`config.mk`:
```
export PLATFORM = sky130hd
export DESIGN_NAME = vga_output_flat
export DESIGN_NICKNAME = d
export VERILOG_FILES = /design/src/rtl/vga_output_pkg.sv /design/src/rtl/vga_output_if.sv /design/src/rtl/vga_timing.sv /design/src/rtl/vga_output.sv /design/src/flat_wrapper.sv
export SDC_FILE = /design/constraint.sdc
export NUM_CORES = 1
export LEC_CHECK = 0
export ABC_AREA = 1
export BUFFER_PORTS_ARGS = -buffer_cell sky130_fd_sc_hd__buf_2
export CELL_PAD_IN_SITES_DETAIL_PLACEMENT = 1
export CELL_PAD_IN_SITES_GLOBAL_PLACEMENT = 2
export CORE_UTILIZATION = 33
export DETAILED_ROUTE_END_ITERATION = 6
export GPL_TIMING_DRIVEN = 0
export PLACE_DENSITY_LB_ADDON = 0.1
export SLEW_MARGIN = 20
export SYNTH_ARGS = -nofsm -noshare
export SYNTH_HDL_FRONTEND = slang
export SYNTH_SLANG_ARGS = --single-unit
```
`constraint.sdc`:
```
create_clock -name i_Clk -period 3.5 [get_ports i_Clk]
set_input_delay 0.7 -clock i_Clk [delete_from_list [all_inputs] [get_ports i_Clk]]
set_output_delay 0.7 -clock i_Clk [all_outputs]
set_load 0.02 [all_outputs]
```
`src/rtl/vga_output_pkg.sv`:
```
// Shared VGA constants for the video path and the game core.
// Contents: 640x480@60 timing constants and line/frame totals, 3-bit
// pixel-state object codes, 12-bit RGB palette constants, and the
// palette lookup used by the output stage.
package vga_output_pkg;

    localparam int H_DISPLAY = 640;
    localparam int H_FRONT   = 16;
    localparam int H_SYNC    = 96;
    localparam int H_BACK    = 48;
    localparam int V_DISPLAY = 480;
    localparam int V_FRONT   = 10;
    localparam int V_SYNC    = 2;
    localparam int V_BACK    = 33;

    localparam int H_TOTAL = H_DISPLAY + H_FRONT + H_SYNC + H_BACK;
    localparam int V_TOTAL = V_DISPLAY + V_FRONT + V_SYNC + V_BACK;

    typedef logic [2:0]  pixel_state_t;
    typedef logic [11:0] rgb12_t;

    localparam pixel_state_t PIX_BACKGROUND    = 3'b000;
    localparam pixel_state_t PIX_PLAYER        = 3'b001;
    localparam pixel_state_t PIX_PLAYER_BULLET = 3'b010;
    localparam pixel_state_t PIX_ENEMY         = 3'b011;
    localparam pixel_state_t PIX_ENEMY_BULLET  = 3'b100;

    localparam rgb12_t RGB_BLACK   = 12'h000;
    localparam rgb12_t RGB_WHITE   = 12'hFFF;
    localparam rgb12_t RGB_YELLOW  = 12'hFF0;
    localparam rgb12_t RGB_RED     = 12'hF00;
    localparam rgb12_t RGB_MAGENTA = 12'hF0F;

    // Reserved codes fall through to black.
    function automatic rgb12_t palette(input pixel_state_t code);
        case (code)
            PIX_BACKGROUND:    return RGB_BLACK;
            PIX_PLAYER:        return RGB_WHITE;
            PIX_PLAYER_BULLET: return RGB_YELLOW;
            PIX_ENEMY:         return RGB_RED;
            PIX_ENEMY_BULLET:  return RGB_MAGENTA;
            default:           return RGB_BLACK;
        endcase
    endfunction

endpackage

```
`src/rtl/vga_output_if.sv`:
```
// Video bus between the game core side and the VGA output stage.
// Signals: i_pixelState (object code for the pixel being scanned),
// o_Red/o_Green/o_Blue (4-bit colour), o_HSync/o_VSync (active-low),
// o_Blank (high outside the visible area), o_FrameTick (frame start pulse).
// Modports: master = the VGA output stage, slave = the consumer/driver side.
interface vga_output_if;
    import vga_output_pkg::*;

    pixel_state_t i_pixelState;
    logic [3:0]   o_Red;
    logic [3:0]   o_Green;
    logic [3:0]   o_Blue;
    logic         o_HSync;
    logic         o_VSync;
    logic         o_Blank;
    logic         o_FrameTick;

    modport master (
        input  i_pixelState,
        output o_Red, o_Green, o_Blue, o_HSync, o_VSync, o_Blank, o_FrameTick
    );

    modport slave (
        output i_pixelState,
        input  o_Red, o_Green, o_Blue, o_HSync, o_VSync, o_Blank, o_FrameTick
    );
endinterface

```
`src/rtl/vga_timing.sv`:
```
// Horizontal/vertical scan counters plus combinational sync/blank decode.
// Ports: clk_i pixel clock, rst_i synchronous active-high reset,
// h_cnt_o/v_cnt_o current scan position, visible_o inside the active area,
// hsync_n_o/vsync_n_o active-low sync decode, frame_start_o at (0,0).
// Decode outputs are unregistered; the output stage registers them.
module vga_timing
    import vga_output_pkg::*;
#(
    parameter int H_DISPLAY = vga_output_pkg::H_DISPLAY,
    parameter int H_FRONT   = vga_output_pkg::H_FRONT,
    parameter int H_SYNC    = vga_output_pkg::H_SYNC,
    parameter int H_BACK    = vga_output_pkg::H_BACK,
    parameter int V_DISPLAY = vga_output_pkg::V_DISPLAY,
    parameter int V_FRONT   = vga_output_pkg::V_FRONT,
    parameter int V_SYNC    = vga_output_pkg::V_SYNC,
    parameter int V_BACK    = vga_output_pkg::V_BACK
) (
    input  logic       clk_i,
    input  logic       rst_i,
    output logic [9:0] h_cnt_o,
    output logic [9:0] v_cnt_o,
    output logic       visible_o,
    output logic       hsync_n_o,
    output logic       vsync_n_o,
    output logic       frame_start_o
);

    localparam int H_TOT = H_DISPLAY + H_FRONT + H_SYNC + H_BACK;
    localparam int V_TOT = V_DISPLAY + V_FRONT + V_SYNC + V_BACK;

    localparam logic [9:0] H_LAST   = 10'(H_TOT - 1);
    localparam logic [9:0] V_LAST   = 10'(V_TOT - 1);
    localparam logic [9:0] H_VIS    = 10'(H_DISPLAY);
    localparam logic [9:0] V_VIS    = 10'(V_DISPLAY);
    localparam logic [9:0] HS_START = 10'(H_DISPLAY + H_FRONT);
    localparam logic [9:0] HS_END   = 10'(H_DISPLAY + H_FRONT + H_SYNC);
    localparam logic [9:0] VS_START = 10'(V_DISPLAY + V_FRONT);
    localparam logic [9:0] VS_END   = 10'(V_DISPLAY + V_FRONT + V_SYNC);

    logic [9:0] h_cnt_q, h_cnt_d;
    logic [9:0] v_cnt_q, v_cnt_d;

    always_comb begin
        h_cnt_d = h_cnt_q + 10'd1;
        v_cnt_d = v_cnt_q;
        if (h_cnt_q == H_LAST) begin
            h_cnt_d = '0;
            v_cnt_d = (v_cnt_q == V_LAST) ? '0 : v_cnt_q + 10'd1;
        end
    end

    always_ff @(posedge clk_i) begin
        if (rst_i) begin
            h_cnt_q <= '0;
            v_cnt_q <= '0;
        end else begin
            h_cnt_q <= h_cnt_d;
            v_cnt_q <= v_cnt_d;
        end
    end

    assign h_cnt_o       = h_cnt_q;
    assign v_cnt_o       = v_cnt_q;
    assign visible_o     = (h_cnt_q < H_VIS) && (v_cnt_q < V_VIS);
    assign hsync_n_o     = !((h_cnt_q >= HS_START) && (h_cnt_q < HS_END));
    assign vsync_n_o     = !((v_cnt_q >= VS_START) && (v_cnt_q < VS_END));
    assign frame_start_o = (h_cnt_q == '0) && (v_cnt_q == '0);

endmodule

```
`src/rtl/vga_output.sv`:
```
// VGA output stage: scan timing, palette lookup and output registers.
// Ports: i_Clk pixel clock (shared with the game core scan), i_Rst
// synchronous active-high reset, vga (master modport) carrying the pixel
// state in and the registered colour/sync/blank/frame-tick out.
// Every output is a flop fed from the current counters and i_pixelState,
// so outputs lag the scan by exactly one cycle and nothing is combinational
// from i_pixelState to a port.
module vga_output
    import vga_output_pkg::*;
#(
    parameter int H_DISPLAY = vga_output_pkg::H_DISPLAY,
    parameter int H_FRONT   = vga_output_pkg::H_FRONT,
    parameter int H_SYNC    = vga_output_pkg::H_SYNC,
    parameter int H_BACK    = vga_output_pkg::H_BACK,
    parameter int V_DISPLAY = vga_output_pkg::V_DISPLAY,
    parameter int V_FRONT   = vga_output_pkg::V_FRONT,
    parameter int V_SYNC    = vga_output_pkg::V_SYNC,
    parameter int V_BACK    = vga_output_pkg::V_BACK
) (
    input  logic          i_Clk,
    input  logic          i_Rst,
    vga_output_if.master  vga
);

    logic [9:0] h_cnt, v_cnt;
    logic       visible, hsync_n, vsync_n, frame_start;

    vga_timing #(
        .H_DISPLAY(H_DISPLAY), .H_FRONT(H_FRONT), .H_SYNC(H_SYNC), .H_BACK(H_BACK),
        .V_DISPLAY(V_DISPLAY), .V_FRONT(V_FRONT), .V_SYNC(V_SYNC), .V_BACK(V_BACK)
    ) u_timing (
        .clk_i        (i_Clk),
        .rst_i        (i_Rst),
        .h_cnt_o      (h_cnt),
        .v_cnt_o      (v_cnt),
        .visible_o    (visible),
        .hsync_n_o    (hsync_n),
        .vsync_n_o    (vsync_n),
        .frame_start_o(frame_start)
    );

    rgb12_t rgb_d, rgb_q;
    logic   hsync_q, vsync_q, blank_q, frame_tick_q;

    // Blanking overrides whatever object the core reports.
    always_comb begin
        rgb_d = RGB_BLACK;
        if (visible) begin
            rgb_d = palette(vga.i_pixelState);
        end
    end

    always_ff @(posedge i_Clk) begin
        if (i_Rst) begin
            rgb_q        <= RGB_BLACK;
            hsync_q      <= 1'b1;
            vsync_q      <= 1'b1;
            blank_q      <= 1'b1;
            frame_tick_q <= 1'b0;
        end else begin
            rgb_q        <= rgb_d;
            hsync_q      <= hsync_n;
            vsync_q      <= vsync_n;
            blank_q      <= !visible;
            frame_tick_q <= frame_start;
        end
    end

    assign vga.o_Red       = rgb_q[11:8];
    assign vga.o_Green     = rgb_q[7:4];
    assign vga.o_Blue      = rgb_q[3:0];
    assign vga.o_HSync     = hsync_q;
    assign vga.o_VSync     = vsync_q;
    assign vga.o_Blank     = blank_q;
    assign vga.o_FrameTick = frame_tick_q;

endmodule

```
`src/flat_wrapper.sv`:
```
// flat-port wrapper written by rule: the top's interface ports become plain ports
module vga_output_flat import vga_output_pkg::*;
#(
    parameter int H_DISPLAY = vga_output_pkg::H_DISPLAY,
    parameter int H_FRONT   = vga_output_pkg::H_FRONT,
    parameter int H_SYNC    = vga_output_pkg::H_SYNC,
    parameter int H_BACK    = vga_output_pkg::H_BACK,
    parameter int V_DISPLAY = vga_output_pkg::V_DISPLAY,
    parameter int V_FRONT   = vga_output_pkg::V_FRONT,
    parameter int V_SYNC    = vga_output_pkg::V_SYNC,
    parameter int V_BACK    = vga_output_pkg::V_BACK
)
  (i_Clk, i_Rst, vga_i_pixelState, vga_o_Red, vga_o_Green, vga_o_Blue, vga_o_HSync, vga_o_VSync, vga_o_Blank, vga_o_FrameTick);
  vga_output_if vga_i ();
  input  logic i_Clk;
  input  logic i_Rst;
  input wire logic [$bits(vga_i.i_pixelState)-1:0] vga_i_pixelState;
  output wire logic [$bits(vga_i.o_Red)-1:0] vga_o_Red;
  output wire logic [$bits(vga_i.o_Green)-1:0] vga_o_Green;
  output wire logic [$bits(vga_i.o_Blue)-1:0] vga_o_Blue;
  output wire logic [$bits(vga_i.o_HSync)-1:0] vga_o_HSync;
  output wire logic [$bits(vga_i.o_VSync)-1:0] vga_o_VSync;
  output wire logic [$bits(vga_i.o_Blank)-1:0] vga_o_Blank;
  output wire logic [$bits(vga_i.o_FrameTick)-1:0] vga_o_FrameTick;
  assign vga_i.i_pixelState = vga_i_pixelState;
  assign vga_o_Red = vga_i.o_Red;
  assign vga_o_Green = vga_i.o_Green;
  assign vga_o_Blue = vga_i.o_Blue;
  assign vga_o_HSync = vga_i.o_HSync;
  assign vga_o_VSync = vga_i.o_VSync;
  assign vga_o_Blank = vga_i.o_Blank;
  assign vga_o_FrameTick = vga_i.o_FrameTick;
  vga_output #(.H_DISPLAY(H_DISPLAY), .H_FRONT(H_FRONT), .H_SYNC(H_SYNC), .H_BACK(H_BACK), .V_DISPLAY(V_DISPLAY), .V_FRONT(V_FRONT), .V_SYNC(V_SYNC), .V_BACK(V_BACK)) u_core (.i_Clk(i_Clk), .i_Rst(i_Rst), .vga(vga_i));
endmodule
```
==> parameters.txt, run 1 <==
Parameter                              Value

Synthesis
  Main flop type after synthesis ... sky130_fd_sc_hd__dfxtp_1
  Dominant cell by count in the synthesized netlist ... sky130_fd_sc_hd__nand2_1
  Syn_area_per_cell ... 6.91 sq um
  Area share of the leading cell type in the synthesized netlist ... 38.2%
  Net count after synthesis ... 214
  Number of library cell types mapped by synthesis ... 25
  Largest area contributor in the synthesized netlist ... sky130_fd_sc_hd__dfxtp_1
  #FFs+latches synth ... 27
  Seq/Total Area, Yosys ... 38.2%
  Combined area of all synthesized cells ... 0.00142 sq mm
  Synthesis warning total ... 0
  Share of async-settable or async-resettable flops after synthesis ... 0%
  Count of mapped cells out of synthesis ... 205
  Most frequent cells after synthesis ... 46 x sky130_fd_sc_hd__nand2_1, 27 x sky130_fd_sc_hd__dfxtp_1, 27 x sky130_fd_sc_hd__inv_1, 27 x sky130_fd_sc_hd__nor2_1, 20 x sky130_fd_sc_hd__nand3_1
  Number of flops mapped to enable cells by yosys ... 0
  Cell types with the largest area share after synthesis ... sky130_fd_sc_hd__dfxtp_1 38%, sky130_fd_sc_hd__nand2_1 12%, sky130_fd_sc_hd__inv_1 7.2%

Timing
  Final Hold Violating Endpoints ... 0
  Share of the cycle needed by the critical path after routing ... 46.5%
  Final Hold Slack ... 0.477 ns
  Final worst slack ... 1.87 ns
  Fin. max-slew vios ... 0
  Fmax achieved ... 615 MHz
  Final worst clock skew ... 0.00246 ns
  Post-Route Setup TNS ... 0 ns
  Final period demand of the worst path ... 1.63 ns
  Unrepaired setup endpoints after global routing ... no
  Rel. slew slack ... 77.8%
  Final Setup Violations ... 0
  Pin slew with the least headroom to its limit ... 0.330 ns

Critical path
  Critical Path Fanout Max ... 4
  Worst setup path category ... reg -> out
  Data arrival at the endpoint of the critical path ... 0.93 ns
  Endpoint of the worst-slack reg-to-reg timing path ... u_core.u_timing.v_cnt_o[8]
  Kind of end point of the critical path ... output port
  Required time worst endpoint ... 2.80 ns
  Flop2flop setup slack ... 1.94 ns
  R2r worst-path depth ... 9
  CP startpoint kind ... flop
  Startpoint of the lowest-slack register-to-register path ... u_core.u_timing.h_cnt_o[0]

Route
  Drt total wl ... 3.47 mm
  Initial DRT Pass Iterations ... 3
  Number of antenna-violating nets in the routed design ... 0
  Remaining routing DRC violations ... 0
  Post-detailed-route wirelength per cell ... 12.4 microns
  First-iteration detailed-routing DRC count ... 30
  Via/cell ratio ... 4.72
  Via total after detailed routing ... 1,316

Power
  Power density normalized to cell area ... 342 mW/mm^2
  Leakage power total ... 0.725 nW
  Max IR drop VDD ... 0.000156 V
  Post-layout power ... 0.555 mW

Finish
  Number of diodes ... 0
  Synth-to-layout area growth ... 14.7%
  Total area of sequential cells ... 541 sq um
  Final Instance Area ... 0.00162 sq mm
  Final Net Count ... 239
  Total area of multi-input combinational cells ... 679 sq um
  Number of fill cells in the layout ... 547
  Final Core Density ... 40.0%
  Layout cells sized above 1 ... 20.5%
  Count of non-filler cells in the finished layout ... 279

CTS
  Clock Sinks ... 27
  CTS root buf ... sky130_fd_sc_hd__clkbuf_8
  Num CTS Buffers ... 3
  Clock-pin slew of the registers on the worst-case setup and hold paths ... 0.09 ns
  Post-cts repair resize count ... 0
  Worst-case clock buffer depth ... 2
  Number of hold-repair buffers added at the cts stage ... 0
  Clock tree from TritonCTS ... built
  CTS H-tree lvls ... 1
  Postcts setup bufs ... 0
  Clock insertion delay at the later pin of the skew report ... 0.28 ns

Min path
  Min-Delay Path Depth ... 1
  Classification of the worst-slack hold path ... reg -> reg
  Launch instance of the worst min-delay path ... u_core.u_timing.h_cnt_o[0]
  Hold worst-path end ... u_core.u_timing.h_cnt_o[0]

Global routing
  Initial antenna violation count ... 0
  Total gr overflow ... 0
  Global-route wire length before repair ... 5.58 mm
  Maximum number of pins on one net before global-route repair ... 15
  Total routing resource utilization after global routing ... 16.8%
  Number of global-route vias before repair ... 1,261

Floorplan
  Die X ... 67.5 microns
  Die Height ... 67.5 microns
  Number of core rows ... 23
  Die Area ... 0.00456 sq mm
  Core Footprint ... 0.00406 sq mm
  Effective utilization at floorplan ... 34.9%
  Num ports ... 21

Place
  Area of placed instances ... 0.00158 sq mm
  DPL Wire Length ... 2.79 mm
  Placed cells ... 275
  Number of input and output port buffers inserted ... 20
  Final weighted congestion in routability-driven placement ... 0.806
  Worst slack, placed ... 1.92 ns

Run
  Max-cap violations ... 0

Run status
  Outcome ... finished, final reports clean
==> cells by family after synthesis <==
| family | synth area share (%) |
|---|---|
| AO/OA/AOI/OAI | 5.21 |
| XOR/XNOR | 1.86 |
| adder cells (fa/ha/maj) | 3.53 |
| buffers and inverters | 13.9 |
| flip-flops | 38.2 |
| AND/OR/NAND/NOR | 37.4 |
==> state kept, by name, indices dropped and copies added (netlist names) <==
name                     cells
u_core.rgb_q                 3
u_core.u_timing.h_cnt_o     10
u_core.vga.o_Blank           1
u_core.vga.o_FrameTick       1
u_core.vga.o_HSync           1
u_core.vga.o_VSync           1
u_core.u_timing.v_cnt_o     10
==> cell type report <==
type | instances | share of cell area [%]
sequential | 27 | 33.3
clock buffer | 4 | 2.77
timing repair buffer | 20 | 6.16
buffer | 11 | 5.16
inverter | 30 | 6.93
tap | 50 | 3.85
multi-input combinational | 137 | 41.8
==> layout by cell type, fill, tap and decap left out <==
| master | instances |
|---|---|
| sky130_fd_sc_hd__o21ai_1 | 3 |
| sky130_fd_sc_hd__buf_6 | 1 |
| sky130_fd_sc_hd__o21ai_2 | 1 |
| sky130_fd_sc_hd__nor3_1 | 3 |
| sky130_fd_sc_hd__a21oi_1 | 8 |
| sky130_fd_sc_hd__clkbuf_1 | 1 |
| sky130_fd_sc_hd__or3_1 | 1 |
| sky130_fd_sc_hd__nand2_2 | 6 |
| sky130_fd_sc_hd__nor4_1 | 1 |
| sky130_fd_sc_hd__inv_2 | 2 |
| sky130_fd_sc_hd__nand2_1 | 46 |
| sky130_fd_sc_hd__clkinv_1 | 1 |
| sky130_fd_sc_hd__nand3_1 | 20 |
| sky130_fd_sc_hd__nand3b_1 | 2 |
| sky130_fd_sc_hd__dfxtp_1 | 27 |
| sky130_fd_sc_hd__buf_2 | 21 |
| sky130_fd_sc_hd__nor2_2 | 2 |
| sky130_fd_sc_hd__inv_1 | 27 |
| sky130_fd_sc_hd__buf_4 | 9 |
| sky130_fd_sc_hd__ha_1 | 4 |
| sky130_fd_sc_hd__clkbuf_8 | 3 |
| sky130_fd_sc_hd__nand4_1 | 4 |
| sky130_fd_sc_hd__nor2_4 | 2 |
| sky130_fd_sc_hd__nor3b_1 | 2 |
| sky130_fd_sc_hd__xor2_1 | 3 |
| sky130_fd_sc_hd__o21ai_0 | 2 |
| sky130_fd_sc_hd__nor2_1 | 27 |
==> worst max-delay path by stage <==
stage                               startpoint                         end  slack [ns]  cells past startpoint
floorplan                      u_core.rgb_q[3]               vga_o_Blue[1]        2.16                      1
global placement                         i_Rst          u_core.vga.o_HSync        1.92                      4
detailed placement                       i_Rst          u_core.vga.o_HSync        1.92                      4
CTS                            u_core.rgb_q[3]               vga_o_Blue[2]        1.86                      2
global route        u_core.u_timing.h_cnt_o[0]  u_core.u_timing.v_cnt_o[8]        1.81                      9
finish                         u_core.rgb_q[3]               vga_o_Blue[3]        1.87                      2
==> where the power goes <==
part	switching, mW	internal (mW)	leakage, nW
sequential	0.00502	0.314	0.219
combinational	0.0306	0.0207	0.483
clock	0.103	0.0819	0.0228
total	0.139	0.416	0.725
==> critical path: stages, from the launching register on <==
cell and delay, ns:
sky130_fd_sc_hd__dfxtp_1 0.38, sky130_fd_sc_hd__buf_4 0.12, sky130_fd_sc_hd__buf_2 0.15
==> layer usage <==
metal  share of wire [%]  wire, microns  global-route usage [%]
met1                  48           1650                    20.6
met2                  46           1610                    27.8
met3                 3.8            133                    3.04
met4                 2.2             78                    8.24
met5                   0              0                       0
No activity file was read; power rests on OpenSTA's default activity.
==> run 2, diff against run 1 <==
ABC_AREA = 0   (was 1)
CORE_UTILIZATION = 30   (was 33)
clock period = 1.43 ns   (was 3.5 ns; I/O delays follow)
==> run 2 against run 1 <==
  * The run now ends with negative setup slack left
  * Sequential share of layout area is 1.8 points lower
  * Sequential power is 150% higher
  * Synthesized area is 4.0% lower
  * First-iteration DRC count is 6.7% higher
  * Total power is 150% higher
  * Final cell count is 16% lower
  * Largest power group unchanged
  * Highest routed layer unchanged
==> parameters.txt, run 2 <==
Parameter                              Value

Synthesis
  #FFs+latches synth ... 27 (unchanged)
  Net count after synthesis ... 158 (-26%)
  Number of flops mapped to enable cells by yosys ... 0 (unchanged)
  Basic-gate share of the synthesized area counting and, or, nand and nor cells ... 30.8% (-6.5 points)
  Share of async-settable or async-resettable flops after synthesis ... 0% (unchanged)
  Number of library cell types mapped by synthesis ... 42 (+68%)
  Synthesis warning total ... 0 (unchanged)
  Dominant cell by count in the synthesized netlist ... sky130_fd_sc_hd__dfxtp_1
  Main flop type after synthesis ... sky130_fd_sc_hd__dfxtp_1
  Most frequent cells after synthesis ... 27 x sky130_fd_sc_hd__dfxtp_1, 20 x sky130_fd_sc_hd__nor2_1, 10 x sky130_fd_sc_hd__buf_4
  Area share of the leading cell type in the synthesized netlist ... 39.7% (+1.6 points)
  Adder-cell share of the synthesized area ... 3.68% (+0.15 points)
  Compound-Gate Fraction of Synth Area ... 5.61% (+0.40 points)
  Syn_area_per_cell ... 9.13 sq um (+32%)
  Count of mapped cells out of synthesis ... 149 (-27%)
  Cell types with the largest area share after synthesis ... sky130_fd_sc_hd__dfxtp_1 40%, sky130_fd_sc_hd__buf_4 5.5%, sky130_fd_sc_hd__nor2_1 5.5%
  Parity-gate share of the synthesized area counting xor and xnor cells ... 10.3% (+8.4 points)
  Largest area contributor in the synthesized netlist ... sky130_fd_sc_hd__dfxtp_1
  Combinational family with the most area after synthesis ... simple AND/OR/NAND/NOR gates
  Combined area of all synthesized cells ... 0.00136 sq mm (-4.0%)
  Seq/Total Area, Yosys ... 39.7% (+1.6 points)
  Proportion of synthesized area in mux cells ... 0.736% (+0.74 points)

Timing
  Final worst slack ... -0.230 ns (-2.10 ns)
  Share of the cycle needed by the critical path after routing ... 116%
  Pin slew with the least headroom to its limit ... 0.412 ns (+0.0826 ns)
  Final Hold Violating Endpoints ... 0 (unchanged)
  Fmax achieved ... 602 MHz
  Final Setup Violations ... 16 (+16)
  Rel. slew slack ... 72.1% (-5.7 points)
  Final period demand of the worst path ... 1.66 ns
  Final worst clock skew ... 0.00146 ns (-0.00101 ns)
  Unrepaired setup endpoints after global routing ... yes
  Final Hold Slack ... 0.209 ns (-0.268 ns)
  Post-Route Setup TNS ... -2.01 ns (-2.01 ns)
  Fin. max-slew vios ... 0 (unchanged)

Global routing
  Global Route met3 Usage ... 2.62% (-0.42 points)
  Total gr overflow ... 0 (unchanged)
  Most used routing layer ... met2
  Met2 demand-to-capacity share in global routing ... 27.4% (-0.45 points)
  Global-route wire length before repair ... 5.82 mm (+4.3%)
  Number of global-route vias before repair ... 1,240 (-1.7%)
  Total routing resource utilization after global routing ... 14.9% (-1.9 points)
  Met1 track utilization from global routing ... 17.8% (-2.8 points)
  Initial antenna violation count ... 0 (unchanged)
  Maximum number of pins on one net before global-route repair ... 17 (+2)

Power
  Share of total power in combinational logic ... 11.1% (+1.9 points)
  Post-layout power ... 1.38 mW (+150%)
  Power density normalized to cell area ... 774 mW/mm^2 (+130%)
  Leakage power total ... 0.733 nW (+1.1%)
  Pint ... 1.03 mW (+150%)
  Net Sw Frac ... 25.1% (+0.11 points)
  Max IR drop VDD ... 0.000315 V (+100%)
  Relative contribution of sequential cells to total power ... 56.7% (-0.7 points)
  Switching power of the nets ... 0.346 mW (+150%)
  Part of the total power dissipated in the clock network ... 32.2% (-1.1 points)

Floorplan
  Number of core rows ... 24 (+4.3%)
  Die Height ... 69.3 microns (+2.7%)
  Effective utilization at floorplan ... 31.2% (-3.7 points)
  Die X ... 69.3 microns (+2.7%)
  Die Area ... 0.00481 sq mm (+5.4%)
  Core Footprint ... 0.00435 sq mm (+7.3%)
  Num ports ... 21 (unchanged)

Critical path
  Flop2flop setup slack ... -0.23 ns (-2.17 ns)
  CP startpoint kind ... flop
  Kind of end point of the critical path ... flop
  Worst setup path category ... reg -> reg
  Largest stage delay, worst path ... 0.47 ns (+0.09 ns)
  Required time worst endpoint ... 1.60 ns (-1.20 ns)
  Critical path buffer and inverter count ... 2 (unchanged)
  CP max stage cell ... sky130_fd_sc_hd__or4b_4
  Data arrival at the endpoint of the critical path ... 1.83 ns (+0.90 ns)
  Family with the most delay on the worst path ... simple AND/OR/NAND/NOR gates
  CP cell instances ... inv_4 > ha_4 > or4b_4 > nor3_4 > a41o_2 > buf_12 > nor2_1
  Critical Path Fanout Max ... 6 (+2)

Min path
  Classification of the worst-slack hold path ... in -> reg

CTS
  Num CTS Buffers ... 3 (unchanged)
  CTS root buf ... sky130_fd_sc_hd__clkbuf_8
  Clock-pin slew of the registers on the worst-case setup and hold paths ... 0.09 ns (about the same)
  Number of hold-repair buffers added at the cts stage ... 0 (unchanged)
  Clock Sinks ... 27 (unchanged)
  CTS H-tree lvls ... 1 (unchanged)
  Clock tree from TritonCTS ... built
  Worst-case clock buffer depth ... 2 (unchanged)
  Clock insertion delay at the later pin of the skew report ... 0.27 ns (about the same)

Route
  Via total after detailed routing ... 1,150 (-13%)
  First-iteration detailed-routing DRC count ... 32 (+6.7%)
  Remaining routing DRC violations ... 0 (unchanged)
  Drt total wl ... 3.25 mm (-6.3%)
  Via/cell ratio ... 4.94 (+4.6%)
  Post-detailed-route wirelength per cell ... 14.0 microns (+12%)
  Initial DRT Pass Iterations ... 4 (+1)
  Number of antenna-violating nets in the routed design ... 0 (unchanged)

Finish
  Total area of sequential cells ... 561 sq um (+3.7%)
  Number of fill cells in the layout ... 493 (-9.9%)
  Total area of multi-input combinational cells ... 785 sq um (+15%)
  Synth-to-layout area growth ... 31.0%
  Count of non-filler cells in the finished layout ... 233 (-16%)
  Layout cells sized above 1 ... 42.0% (+21 points)
  Number of diodes ... 0 (unchanged)
  Final Net Count ... 191 (-20%)
  Most common cell after layout, fill and taps aside ... sky130_fd_sc_hd__nor2_1
  Commonest cells after routing, fill and taps aside ... 20 x sky130_fd_sc_hd__nor2_1, 19 x sky130_fd_sc_hd__buf_2, 18 x sky130_fd_sc_hd__buf_4

Run
  Max-cap violations ... 0 (unchanged)

Place
  Number of input and output port buffers inserted ... 19 (-5.0%)
  Final weighted congestion in routability-driven placement ... 0.777 (-3.5%)
  Worst slack, placed ... -0.311 ns (-2.23 ns)
  DPL Wire Length ... 2.37 mm (-15%)
  Placed cells ... 220 (-20%)

Run status
  Violated checks ... negative setup slack
  Outcome ... finished, violations left
run 2: worst paths after layout:
| path | startpoint | end | cells after the start |
|---|---|---|---|
| setup / recovery | u_core.u_timing.v_cnt_o[1] | u_core.u_timing.v_cnt_o[5] | 7 |
| hold / removal | vga_i_pixelState[1] | u_core.rgb_q[3] | 2 |
| setup reg to reg | u_core.u_timing.v_cnt_o[1] | u_core.u_timing.v_cnt_o[5] | 7 |
| hold reg to reg | u_core.u_timing.h_cnt_o[0] | u_core.u_timing.h_cnt_o[0] | 1 |
run 2: metrics by stage:
stage | util, % | area [sq um]
after floorplan | - | 1370
after global placement | 35.2 | 1530
after detailed placement | 35.2 | 1530
after CTS | 40.5 | 1760
after global routing | 40.9 | 1780
final | 40.9 | 1780
run 2: cell families (layout without fill, tap and decap cells):
kind of cell	after synthesis	count (layout)
simple gates	71	71
flops	27	27
buf+inv	20	52
xor+xnor	16	16
compound gates	10	10
fa+ha+maj	4	4
mux	1	1
run 2: what timing repair did:
item                                    4_1_cts  5_1_grt
buffers inserted                             10        0
endpoints found under the setup margin       19       19
pin swaps                                     6        3
resized for setup                            24        5
run 2: routing by layer:
metal	vias up	wire length, microns
met3	4	77
met4	0	25
met1	559	1470
met2	14	1680
met5	-	0
li1	573	-
run 2: layout make-up:
cell class	count	share of cell area, %
buffer	14	6.53
clock buffer	3	2.32
clock inverter	1	0.421
inverter	5	1.33
multi-input combinational	102	44.0
sequential	27	31.5
tap	52	3.65
timing repair buffer	29	10.3
run 2: power groups by stage:
stage	combinational [mW]	clock, mW	sequential, mW
3_5_place_dp	0.144	0	0.803
4_1_cts	0.156	0.465	0.784
2_1_floorplan	0.0865	0	0.812
6_report	0.153	0.444	0.783
3_3_place_gp	0.141	0	0.801
5_1_grt	0.169	0.511	0.786
